`config.mk`:
```
export PLATFORM = sky130hd
export DESIGN_NAME = param_counter
export DESIGN_NICKNAME = d
export VERILOG_FILES = /design/src/rtl/param_counter_pkg.sv /design/src/rtl/param_counter_count_next.sv /design/src/rtl/param_counter.sv
export SDC_FILE = /design/constraint.sdc
export NUM_CORES = 1
export LEC_CHECK = 0
export CAP_MARGIN = 10
export CORE_MARGIN = 4
export CORE_UTILIZATION = 25
export CTS_CLUSTER_DIAMETER = 200
export DETAILED_ROUTE_END_ITERATION = 12
export PLACE_DENSITY = 0.57
export SLEW_MARGIN = 20
export SYNTH_ARGS = -nofsm -noshare
export SYNTH_HDL_FRONTEND = slang
export SYNTH_HIERARCHICAL = 1
export SYNTH_SLANG_ARGS = --single-unit
```
`constraint.sdc`:
```
create_clock -name Clk -period 2 [get_ports Clk]
set_input_delay 0.6 -clock Clk [delete_from_list [all_inputs] [get_ports Clk]]
set_output_delay 0.6 -clock Clk [all_outputs]
set_load 0.005 [all_outputs]
```
`src/rtl/param_counter_pkg.sv`:
```
// Shared constants for the parameterised up/down counter.
// Holds the SATURATE mode encodings, the legal WIDTH range and the internal
// step encoding used by the next-value logic.
package param_counter_pkg;

  // SATURATE parameter encodings
  localparam int unsigned MODE_WRAP = 0;
  localparam int unsigned MODE_SAT  = 1;

  // Legal WIDTH range
  localparam int unsigned WIDTH_MIN = 2;
  localparam int unsigned WIDTH_MAX = 16;

  // Action selected for the current edge, after Load/Enable priority
  typedef enum logic [1:0] {
    StepHold,
    StepLoad,
    StepUp,
    StepDown
  } step_e;

endpackage

```
`src/rtl/param_counter_count_next.sv`:
```
// Combinational next-value and limit-compare logic for param_counter.
// Ports:
//   count_i     current registered count
//   enable_i    count step enable
//   up_down_i   1 = up, 0 = down
//   load_i      parallel load strobe (wins over enable_i)
//   load_val_i  value to load, clamped to Max
//   count_o     next count value (before reset is applied)
//   tc_o        next terminal-count flag: set when a step hits a limit
//   at_limit_o  current count sits at the limit of the selected direction
module count_next
  import param_counter_pkg::*;
#(
  parameter int unsigned Width    = 4,
  parameter int unsigned Max      = 15,
  parameter int unsigned Saturate = MODE_WRAP
) (
  input  logic [Width-1:0] count_i,
  input  logic             enable_i,
  input  logic             up_down_i,
  input  logic             load_i,
  input  logic [Width-1:0] load_val_i,
  output logic [Width-1:0] count_o,
  output logic             tc_o,
  output logic             at_limit_o
);

  localparam logic [Width-1:0] MaxVal = Width'(Max);
  localparam logic [Width-1:0] One    = Width'(1);
  localparam bit               SatMode = (Saturate == MODE_SAT);

  step_e step;

  always_comb begin
    step = StepHold;
    if (load_i) begin
      step = StepLoad;
    end else if (enable_i) begin
      step = up_down_i ? StepUp : StepDown;
    end
  end

  always_comb begin
    count_o = count_i;
    tc_o    = 1'b0;
    unique case (step)
      StepLoad: begin
        count_o = (load_val_i > MaxVal) ? MaxVal : load_val_i;
      end
      StepUp: begin
        // >= keeps the counter bounded even if count_i were ever above MaxVal
        if (count_i >= MaxVal) begin
          tc_o    = 1'b1;
          count_o = SatMode ? MaxVal : '0;
        end else begin
          count_o = count_i + One;
        end
      end
      StepDown: begin
        if (count_i == '0) begin
          tc_o    = 1'b1;
          count_o = SatMode ? '0 : MaxVal;
        end else begin
          count_o = count_i - One;
        end
      end
      default: begin
        count_o = count_i;
        tc_o    = 1'b0;
      end
    endcase
  end

  assign at_limit_o = up_down_i ? (count_i == MaxVal) : (count_i == '0);

endmodule

```
`src/rtl/param_counter.sv`:
```
// Parameterised up/down counter with load, wrap or saturate at limits, and a
// registered terminal-count pulse.
// Ports:
//   Clk      rising-edge clock
//   Rst      synchronous active-high reset (highest priority)
//   Enable   count step enable
//   UpDown   1 = count up, 0 = count down
//   Load     synchronous parallel load strobe (beats Enable)
//   LoadVal  value to load, clamped to MAX
//   Count    registered count value
//   Tc       registered one-cycle pulse after a step at a limit
//   AtLimit  combinational: Count at the limit of the UpDown direction
module param_counter
  import param_counter_pkg::*;
#(
  parameter int unsigned WIDTH    = 4,
  parameter int unsigned MAX      = 2**WIDTH - 1,
  parameter int unsigned SATURATE = MODE_WRAP
) (
  input  logic             Clk,
  input  logic             Rst,
  input  logic             Enable,
  input  logic             UpDown,
  input  logic             Load,
  input  logic [WIDTH-1:0] LoadVal,
  output logic [WIDTH-1:0] Count,
  output logic             Tc,
  output logic             AtLimit
);

  if (WIDTH < WIDTH_MIN || WIDTH > WIDTH_MAX) begin : g_bad_width
    $error("param_counter: WIDTH out of range");
  end
  if (MAX < 1 || MAX > 2**WIDTH - 1) begin : g_bad_max
    $error("param_counter: MAX out of range");
  end
  if (SATURATE != MODE_WRAP && SATURATE != MODE_SAT) begin : g_bad_mode
    $error("param_counter: SATURATE must be MODE_WRAP or MODE_SAT");
  end

  logic [WIDTH-1:0] count_d, count_q;
  logic             tc_d, tc_q;

  count_next #(
    .Width    (WIDTH),
    .Max      (MAX),
    .Saturate (SATURATE)
  ) u_count_next (
    .count_i    (count_q),
    .enable_i   (Enable),
    .up_down_i  (UpDown),
    .load_i     (Load),
    .load_val_i (LoadVal),
    .count_o    (count_d),
    .tc_o       (tc_d),
    .at_limit_o (AtLimit)
  );

  always_ff @(posedge Clk) begin
    if (Rst) begin
      count_q <= '0;
      tc_q    <= 1'b0;
    end else begin
      count_q <= count_d;
      tc_q    <= tc_d;
    end
  end

  assign Count = count_q;
  assign Tc    = tc_q;

endmodule

```
==> results.md, run 1 <==
* Outcome: finished, final reports clean
* Fin cells at 99
* Die Y at 49.07 um
* Core area at 1541 um2
* Setup_tns at 0 ns
* Slew @ Worst Pin at 0.3119 ns
* Design area at 709.4 um2
* Seq cells post-synth at 5
* Startpoint Class: flip-flop
* Netlist Area Pre-Place at 421.7 um2
* Starting DRT DRC Count at 9
* Die Wd at 49.07 um
* # DRC at 0
* Most common cell after layout, fill and taps aside: buf_4
* Hold buffer count at CTS at 0
* Synth top area share at 23.74%
* Crit path kind: flip-flop to primary output
* Max Fanout on Critical Path at 2
* Hold wc startpoint: Count[2]$_SDFF_PP0_
* Met1 Routed Length at 509 um
* DR top layer: met4
* RSZ-0062 raised after global routing: yes
* WL final at 1080 um
* Worst slew margin at 79.03%
* Worst-path clk slew at 0.04 ns
* Synth warn at 6
* Worst IR Drop VDD at 0.1643 mV
* Synth area leader: dfxtp_1
* Most frequent cells in the layout: buf_4, clkdlybuf4s50_1, nor2_1
* Endpoints failing hold at 0
* I/O Buffers at 14
* GRT Overall Usage at 9.476%
* Pin count of the biggest net entering global routing at 9
* EDFF count, synth at 0
* PD cells at 537.5 nW/um2
* DR WL met3 at 96 um
* First-pass GRT wire length at 1787 um
* Share of cells above drive strength 1 at 34.94%
* # IOs at 15
* Reg2Reg Capture Point: Count[0]$_SDFF_PP0_
* Full die area at 2408 um2
* Hold WS at 0.7839 ns
* Clk_skew at 0.001400 ns
* CTS tree: built
* Mapped Avg Cell Area at 7.808 um2
* Initial Utilization at 27.35%
* # H-tree levels at 1
* Reg2reg path depth at 8
* DR vias/cell at 4.838
* Cells after DPL at 94
* Setup crit end: AtLimit
* Sequential share of the synthesized area at 23.74%
* CP bufs+invs at 2
* DP Worst Slack at -0.4228 ns
* Critical Path RT at 1.40 ns
* Vias in the first global route at 430
* Tightest Hold Check Type: flip-flop to flip-flop
* Met2 WL post-DR at 468 um
* ANT cells at 0
* Critical Path End Type: primary output
* Clock power frac at 30.5%
* Comb pwr share at 40.1%
* CP top delay family: simple AND/OR/NAND/NOR gates
* Max Freq at 0.5058 GHz
* Via count at 479
* P_int at 0.0002728 W
* Filler instances at 159
* Area after DPL at 660.6 um2
* Max-cap check violation count at 0
* Multi-input gate area at 304.0 um2
* Initial antenna violation count at 0
* Leakage at 0.3049 nW
* DR pass1 iterations at 4
* CP startpoint: Count[1]$_SDFF_PP0_
* Final setup viols at 0
* Fin nets at 95
* Dpl hpwl at 872.5 um
* Distinct cell type count after synthesis at 26
* Fin crit period at 1.977 ns
* Switching Fraction at 28.45%
* Syn_nets at 65
* # rows at 14
* Overflow after GRT at 0
* Clk root buf: clkbuf_4
* Gate count after technology mapping at 54
* Remaining antenna violation count at 0
* Seq pwr share at 29.4%
* Clock Path Buffers at 2
* Post-synthesis async set-or-reset flop share at 0%
* Flop2flop setup slack at 0.31 ns
* Cts bufs inserted at 3
* Crit path max-delay cell type: or3b_4
* Worst Path Arrival at 1.38 ns
* Max-slew violations at 0
* CTS Sinks at 5
* Worst-path cell chain: inv_2 > ha_4 > or3b_4 > o21ai_2 > buf_2
* Crit path depth at 5
* Prevailing post-synth register cell: dfxtp_1
* Switching power of the nets at 0.0001085 W
* Average wire per standard cell at 10.91 um
* GPL Wtd Cong at 0.7435
* Main area contributors after synthesis: dfxtp_1, nor2b_1, xor2_1
* Crit-path max cell delay at 0.38 ns
* Final period util at 98.86%
* Skew-Pair Late Insertion Delay at 0.24 ns
* Syn-to-layout area delta at 68.25%
* FF-to-FF Start: Count[0]$_SDFF_PP0_
* Final setup margin at 0.02279 ns
* Register Area at 102.6 um2
[sequential cells by signal (all words and copies together) (netlist names)]
| name | flops |
|---|---|
| Count | 4 |
| Tc | 1 |
[metrics by stage]
stage,util [%],total power [W]
after floorplan,-,0.0001879
after global placement,42.86,0.0002590
after detailed placement,42.86,0.0002587
after CTS,46.02,0.0003883
after global routing,46.02,0.0004145
final,46.02,0.0003813
[tightest hold or removal path: cells and delay by family (launching register included)]
| family | cells | cell delay, ns |
|---|---|---|
| buffers and inverters | 1 | 0.17 |
| AOI/OAI and AO/OA | 1 | 0.06 |
| and+or+nand+nor | 2 | 0.21 |
| DFF | 1 | 0.30 |
[cell families (layout without fill, tap and decap cells)]
family,after synthesis,after routing,synth area share [%]
buffers and inverters,7,36,8.607
AOI/OAI and AO/OA,18,18,29.97
xor gates and xnor gates,3,3,6.233
DFF,5,5,23.74
adders and majority gates,2,2,5.934
and+or+nand+nor,19,19,25.52
[power by group through the flow]
stage,clock [W],sequential (W),combinational [W]
final,0.000116,0.000112,0.000153
after global routing,0.000134,0.000113,0.000168
after CTS,0.000122,0.000112,0.000154
after detailed placement,0,0.000113,0.000146
after global placement,0,0.000112,0.000147
after floorplan,0,0.000119,0.0000687
[synth_stat cells, types with 2 or more instances]
library cell	number
a21oi_1	5
a221oi_1	2
clkbuf_1	2
dfxtp_1	5
ha_1	2
inv_1	3
nand2_1	2
nor2_1	6
nor2b_1	5
o21ai_0	2
o21ai_1	2
o21bai_1	2
xor2_1	3
[metal layers]
metal,vias up,track usage [%]
met5,-,0
met4,0,4.036
met3,2,5.505
met2,18,14.81
met1,212,10.26
li1,247,-
[final cells by class]
class	instances	area share [%]
multi-input cells	42	42.86
repair buffers	28	33.69
clock buffers	4	3.704
well taps	16	2.822
flip-flops and latches	5	14.46
inverters	4	2.469
[worst min-delay path by stage]
stage | to | slack (ns) | cells after the start
2_1_floorplan | Count[0]$_SDFF_PP0_ | 0.67 | 1
3_3_place_gp | Count[2]$_SDFF_PP0_ | 0.78 | 4
3_5_place_dp | Count[2]$_SDFF_PP0_ | 0.78 | 4
4_1_cts | Count[2]$_SDFF_PP0_ | 0.79 | 4
5_1_grt | Count[2]$_SDFF_PP0_ | 0.84 | 4
6_report | Count[2]$_SDFF_PP0_ | 0.78 | 4
[timing repair]
item / in CTS / in global routing
setup buffers: 1 / 0
pin swaps: 2 / 1
resized for setup: 13 / 0
cloned: 0 / 0
setup endpoints to repair: 1 / 1
Note: power is estimated with default switching activity, not from simulation.
==> run 2: changes to the inputs <==
--- a/config.mk
+++ b/config.mk
@@ -10,7 +10,7 @@
 export CORE_UTILIZATION = 25
 export CTS_CLUSTER_DIAMETER = 200
 export DETAILED_ROUTE_END_ITERATION = 12
-export PLACE_DENSITY = 0.57
+export PLACE_DENSITY = 0.53
 export SLEW_MARGIN = 20
 export SYNTH_ARGS = -nofsm -noshare
 export SYNTH_HDL_FRONTEND = slang
==> results.md, run 2 (synthesized netlist as in run 1, its figures left out) <==
* Starting DRT DRC Count at 2 (-7)
* DR vias/cell at 4.743 (-2.0%)
* Max Freq at 0.5004 GHz (-1.1%)
* Comb pwr share at 41.8% (+1.7 points)
* CTS tree: built
* Initial antenna violation count at 0 (unchanged)
* Via count at 479 (unchanged)
* P_int at 0.0002801 W (+2.7%)
* PD cells at 545.3 nW/um2 (+1.5%)
* Startpoint Class: flip-flop
* Hold wc startpoint: Count[2]$_SDFF_PP0_
* Multi-input gate area at 304.0 um2 (unchanged)
* Die Y at 49.07 um (unchanged)
* Tot Pwr at 0.0003950 W (+3.6%)
* Reg2Reg Capture Point: Count[2]$_SDFF_PP0_
* I/O Buffers at 14 (unchanged)
* Clk root buf: clkbuf_4
* Hold buffer count at CTS at 0 (unchanged)
* Skew-Pair Late Insertion Delay at 0.24 ns (about the same)
* GRT Overall Usage at 10.58% (+1.1 points)
* Max FFs per register at 4 (unchanged)
* Max-slew violations at 0 (unchanged)
* CTS Sinks at 5 (unchanged)
* Core area at 1541 um2 (unchanged)
* # H-tree levels at 1 (unchanged)
* Critical Path RT at 1.40 ns (about the same)
* Design area at 724.4 um2 (+2.1%)
* Final setup viols at 0 (unchanged)
* Pin count of the biggest net entering global routing at 9 (unchanged)
* Switching power of the nets at 0.0001149 W (+6.0%)
* ANT cells at 0 (unchanged)
* Worst IR Drop VDD at 0.2187 mV (+33%)
* Full die area at 2408 um2 (unchanged)
* WL final at 1200 um (+11%)
* Area after DPL at 660.6 um2 (unchanged)
* FF-to-FF Start: Count[0]$_SDFF_PP0_
* Overflow after GRT at 0 (unchanged)
* # rows at 14 (unchanged)
* Outcome: finished, final reports clean
* Reg2reg path depth at 9 (+1)
* Most frequent cells in the layout: buf_4, clkdlybuf4s50_1, nor2_1
* Register Area at 102.6 um2 (unchanged)
* Worst Path Arrival at 1.40 ns (+0.02 ns)
* RSZ-0062 raised after global routing: yes
* Average wire per standard cell at 11.88 um (+8.9%)
* Most common cell after layout, fill and taps aside: buf_4
* Clk_skew at 0.001840 ns (+0.0004396 ns)
* Fin crit period at 1.998 ns (+0.02110 ns)
* Fin nets at 97 (+2.1%)
* # IOs at 15 (unchanged)
* Crit path kind: flip-flop to primary output
* Dpl hpwl at 911.2 um (+4.4%)
* Hold worst-path end: Count[2]$_SDFF_PP0_
* Hold path cells at 4 (unchanged)
* Slew @ Worst Pin at 0.3402 ns (+0.02831 ns)
* Endpoints failing hold at 0 (unchanged)
* Seq pwr share at 28.6% (-0.8 points)
* Max Fanout on Critical Path at 2 (unchanged)
* Clock power frac at 29.7% (-0.8 points)
* First-pass GRT wire length at 2049 um (+15%)
* Fin cells at 101 (+2.0%)
* Filler instances at 155 (-2.5%)
* Vias in the first global route at 503 (+17%)
* Syn-to-layout area delta at 71.81%
* DR pass1 iterations at 3 (-1)
* Worst-path clk slew at 0.04 ns (about the same)
* Flop2flop setup slack at 0.22 ns (-0.09 ns)
* Cells after DPL at 94 (unchanged)
* Max-cap check violation count at 0 (unchanged)
* Switching Fraction at 29.10% (+0.65 points)
* GPL Wtd Cong at 0.7500 (+0.87%)
* # DRC at 0 (unchanged)
* Share of cells above drive strength 1 at 36.47% (+1.5 points)
* Hold WS at 0.7968 ns (+0.01298 ns)
* Cts bufs inserted at 3 (unchanged)
* Critical Path End Type: primary output
* Clock Path Buffers at 2 (unchanged)
* Die Wd at 49.07 um (unchanged)
* Initial Utilization at 27.35% (unchanged)
* Tightest Hold Check Type: flip-flop to flip-flop
* Setup_tns at 0 ns (unchanged)
* Worst slew margin at 77.32% (-1.7 points)
* Final period util at 99.92% (+1.1 points)
* Remaining antenna violation count at 0 (unchanged)
* Leakage at 0.3138 nW (+2.9%)
==> run 2: cell count changes in the layout (fill, tap and decap cells not counted) <==
cell   before  now
buf_4      14   16
==> run 2: final cells by class <==
type                       count  share of cell area (%)
multi-input combinational     42                   41.97
timing repair buffer          30                   35.06
inverter                       4                   2.418
tap                           16                   2.763
clock buffer                   4                   3.627
sequential                     5                   14.16
==> run 2: repair_timing <==
action / 4_1_cts / 5_1_grt
pin swaps: 2 / 1
endpoints found under the hold margin: 0 / 0
buffers inserted: 3 / 0
endpoints found under the setup margin: 1 / 1
resized for setup: 13 / 0
==> run 2: metal layers <==
layer	vias to the layer above	GRT usage [%]	part of all wire, %
met5	-	0	0
li1	253	-	-
met1	210	11.29	44
met4	0	4.036	1.7
met3	2	4.587	5.7
met2	14	18.03	49
==> run 2: power by group through the flow <==
stage / clock network [W] / registers [W] / logic, W
6_report: 0.000117 / 0.000113 / 0.000165
5_1_grt: 0.000127 / 0.000114 / 0.000181
4_1_cts: 0.000122 / 0.000113 / 0.000164
3_5_place_dp: 0 / 0.000113 / 0.000150
3_3_place_gp: 0 / 0.000113 / 0.000150
2_1_floorplan: 0 / 0.000119 / 0.0000687
==> run 2: worst max path at each step <==
stage / to / slack, ns / depth (start not counted) / start
finish: AtLimit / 0.002 / 5 / Count[1]$_SDFF_PP0_
detailed placement: AtLimit / -0.44 / 4 / UpDown
floorplan: AtLimit / 0.25 / 4 / Count[0]$_SDFF_PP0_
global placement: AtLimit / -0.44 / 4 / UpDown
CTS: AtLimit / -0.02 / 5 / Count[0]$_SDFF_PP0_
global route: AtLimit / -0.07 / 5 / Count[0]$_SDFF_PP0_
==> run 2: per-stage QoR <==
step / setup slack (ns) / util, %
global placement: -0.4397 / 42.86
CTS: -0.01908 / 47.00
finish: 0.001693 / 47.00
global route: -0.06512 / 47.00
floorplan: 0.2464 / -
detailed placement: -0.4407 / 42.86
==> run 2: critical path: stages (launching register included) <==
cell	delay [ns]
dfxtp_2	0.32
inv_2	0.07
ha_4	0.13
or3b_4	0.38
o21ai_2	0.13
buf_2	0.13
==> run 3: changes to the inputs <==
--- a/config.mk
+++ b/config.mk
@@ -8,9 +8,11 @@
 export CAP_MARGIN = 10
 export CORE_MARGIN = 4
 export CORE_UTILIZATION = 25
+export CTS_BUF_LIST = sky130_fd_sc_hd__clkbuf_8
 export CTS_CLUSTER_DIAMETER = 200
 export DETAILED_ROUTE_END_ITERATION = 12
 export PLACE_DENSITY = 0.53
+export RECOVER_POWER = 100
 export SLEW_MARGIN = 20
 export SYNTH_ARGS = -nofsm -noshare
 export SYNTH_HDL_FRONTEND = slang
==> results.md, run 3 (synthesized netlist as in run 1, its figures left out) <==
* Outcome: finished, final reports clean
* Final setup margin at 0.01495 ns (+0.01326 ns)
* Remaining antenna violation count at 0 (unchanged)
* Worst-path clk slew at 0.04 ns (about the same)
* Initial antenna violation count at 0 (unchanged)
* Critical Path RT at 1.40 ns (about the same)
* Clk root buf: clkbuf_8
* Skew-Pair Late Insertion Delay at 0.22 ns (-0.02 ns)
* DR pass1 iterations at 4 (+1)
* Leakage at 0.3325 nW (+6.0%)
* Max FFs per register at 4 (unchanged)
* Startpoint Class: flip-flop
* Worst Path Arrival at 1.39 ns (about the same)
* Endpoints failing hold at 0 (unchanged)
* Average wire per standard cell at 11.88 um (unchanged)
* Max-slew violations at 0 (unchanged)
* CTS Sinks at 5 (unchanged)
* Dpl hpwl at 911.2 um (unchanged)
* Syn-to-layout area delta at 75.07%
* GPL Wtd Cong at 0.7500 (unchanged)
* Final core occ at 47.89% (+0.89 points)
* First-pass GRT wire length at 2028 um (-1.0%)
* Via count at 473 (-1.3%)
* Most common cell after layout, fill and taps aside: buf_4
* Fin crit period at 1.985 ns (-0.01326 ns)
* Starting DRT DRC Count at 8 (+6)
* Slew @ Worst Pin at 0.3404 ns (+0.0001829 ns)
* GRT Overall Usage at 10.58% (unchanged)
* DR vias/cell at 4.683 (-1.3%)
* Fin nets at 97 (unchanged)
* Vias in the first global route at 483 (-4.0%)
* # H-tree levels at 1 (unchanged)
* Crit path kind: flip-flop to primary output
* Core area at 1541 um2 (unchanged)
* Die Y at 49.07 um (unchanged)
* Overflow after GRT at 0 (unchanged)
* Filler instances at 154 (-0.65%)
* Final setup viols at 0 (unchanged)
* # rows at 14 (unchanged)
* Max-cap check violation count at 0 (unchanged)
* Initial Utilization at 27.35% (unchanged)
* Worst slew margin at 77.31% (about the same)
* Clk_skew at 0.001634 ns (-0.0002054 ns)
* Clock Path Buffers at 2 (unchanged)
* Tightest Hold Check Type: flip-flop to flip-flop
* Register Area at 102.6 um2 (unchanged)
* Critical Path End Type: primary output
* # IOs at 15 (unchanged)
* Tot Pwr at 0.0004533 W (+15%)
* Multi-input gate area at 304.0 um2 (unchanged)
* Max Fanout on Critical Path at 2 (unchanged)
* Share of cells above drive strength 1 at 36.47% (unchanged)
* Most frequent cells in the layout: buf_4, clkdlybuf4s50_1, nor2_1
* Max Freq at 0.5038 GHz (+0.67%)
* Full die area at 2408 um2 (unchanged)
* RSZ-0062 raised after global routing: yes
* I/O Buffers at 14 (unchanged)
* DP Worst Slack at -0.4407 ns (unchanged)
* Cts bufs inserted at 3 (unchanged)
* Hold buffer count at CTS at 0 (unchanged)
* Die Wd at 49.07 um (unchanged)
* CTS tree: built
* Final period util at 99.25% (-0.66 points)
* # DRC at 0 (unchanged)
* Worst IR Drop VDD at 0.3671 mV (+68%)
* Pin count of the biggest net entering global routing at 9 (unchanged)
* PD cells at 614.1 nW/um2 (+13%)
* ANT cells at 0 (unchanged)
* WL final at 1200 um (unchanged)
[run 3: worst max-delay path, stage by stage, from the launching register on]
cell and delay, ns:
dfxtp_2 0.32, inv_2 0.08, ha_4 0.13, or3b_4 0.38, o21ai_2 0.13, buf_2 0.13
[run 3: path summary, 6_finish.rpt]
check / start / endpoint / slack (ns) / depth (start not counted)
worst min-delay path: Count[1]$_SDFF_PP0_ / Count[1]$_SDFF_PP0_ / 0.81 / 4
worst max register to register: Count[0]$_SDFF_PP0_ / Count[2]$_SDFF_PP0_ / 0.21 / 9
worst min register to register: Count[1]$_SDFF_PP0_ / Count[1]$_SDFF_PP0_ / 0.81 / 4
worst max-delay path: Count[0]$_SDFF_PP0_ / AtLimit / 0.01 / 5
[run 3: where the power goes]
group          internal (W)  switching (W)  total [W]
Clock              0.000131      0.0000480   0.000179
Sequential         0.000108     0.00000482   0.000113
Combinational     0.0000922      0.0000684   0.000161
[run 3: layout make-up]
type	instances	area share, %
Clock buffer	3	5.593
Clock inverter	1	0.5085
Inverter	4	2.373
Multi-Input combinational cell	42	41.19
Sequential cell	5	13.90
Tap cell	16	2.712
Timing Repair Buffer	30	33.73
[run 3: timing repair]
| action | in CTS | in global routing |
|---|---|---|
| pin swaps | 2 | 2 |
| gates cloned | 0 | 0 |
| hold endpoints to repair | 0 | 0 |
| gates resized for setup | 12 | 1 |
| setup endpoints to repair | 1 | 1 |
| setup buffers | 2 | 1 |
[run 3: layer usage]
metal	up-vias	GRT usage, %	part of all wire (%)
met3	2	4.587	6.6
met2	16	17.38	47
met1	204	11.84	45
li1	251	-	-
met4	0	4.036	1.7
met5	-	0	0
[run 3: metrics by stage]
step,instances,setup TNS [ns],area (um2),hold slack (ns)
final,101,0,738.2,0.8061
after global routing,101,-0.03529,738.2,0.8389
after CTS,100,0,734.5,0.7881
after detailed placement,94,-0.6092,660.6,0.7780
after global placement,94,-0.6407,660.6,0.7807
after floorplan,54,0,421.7,0.6716
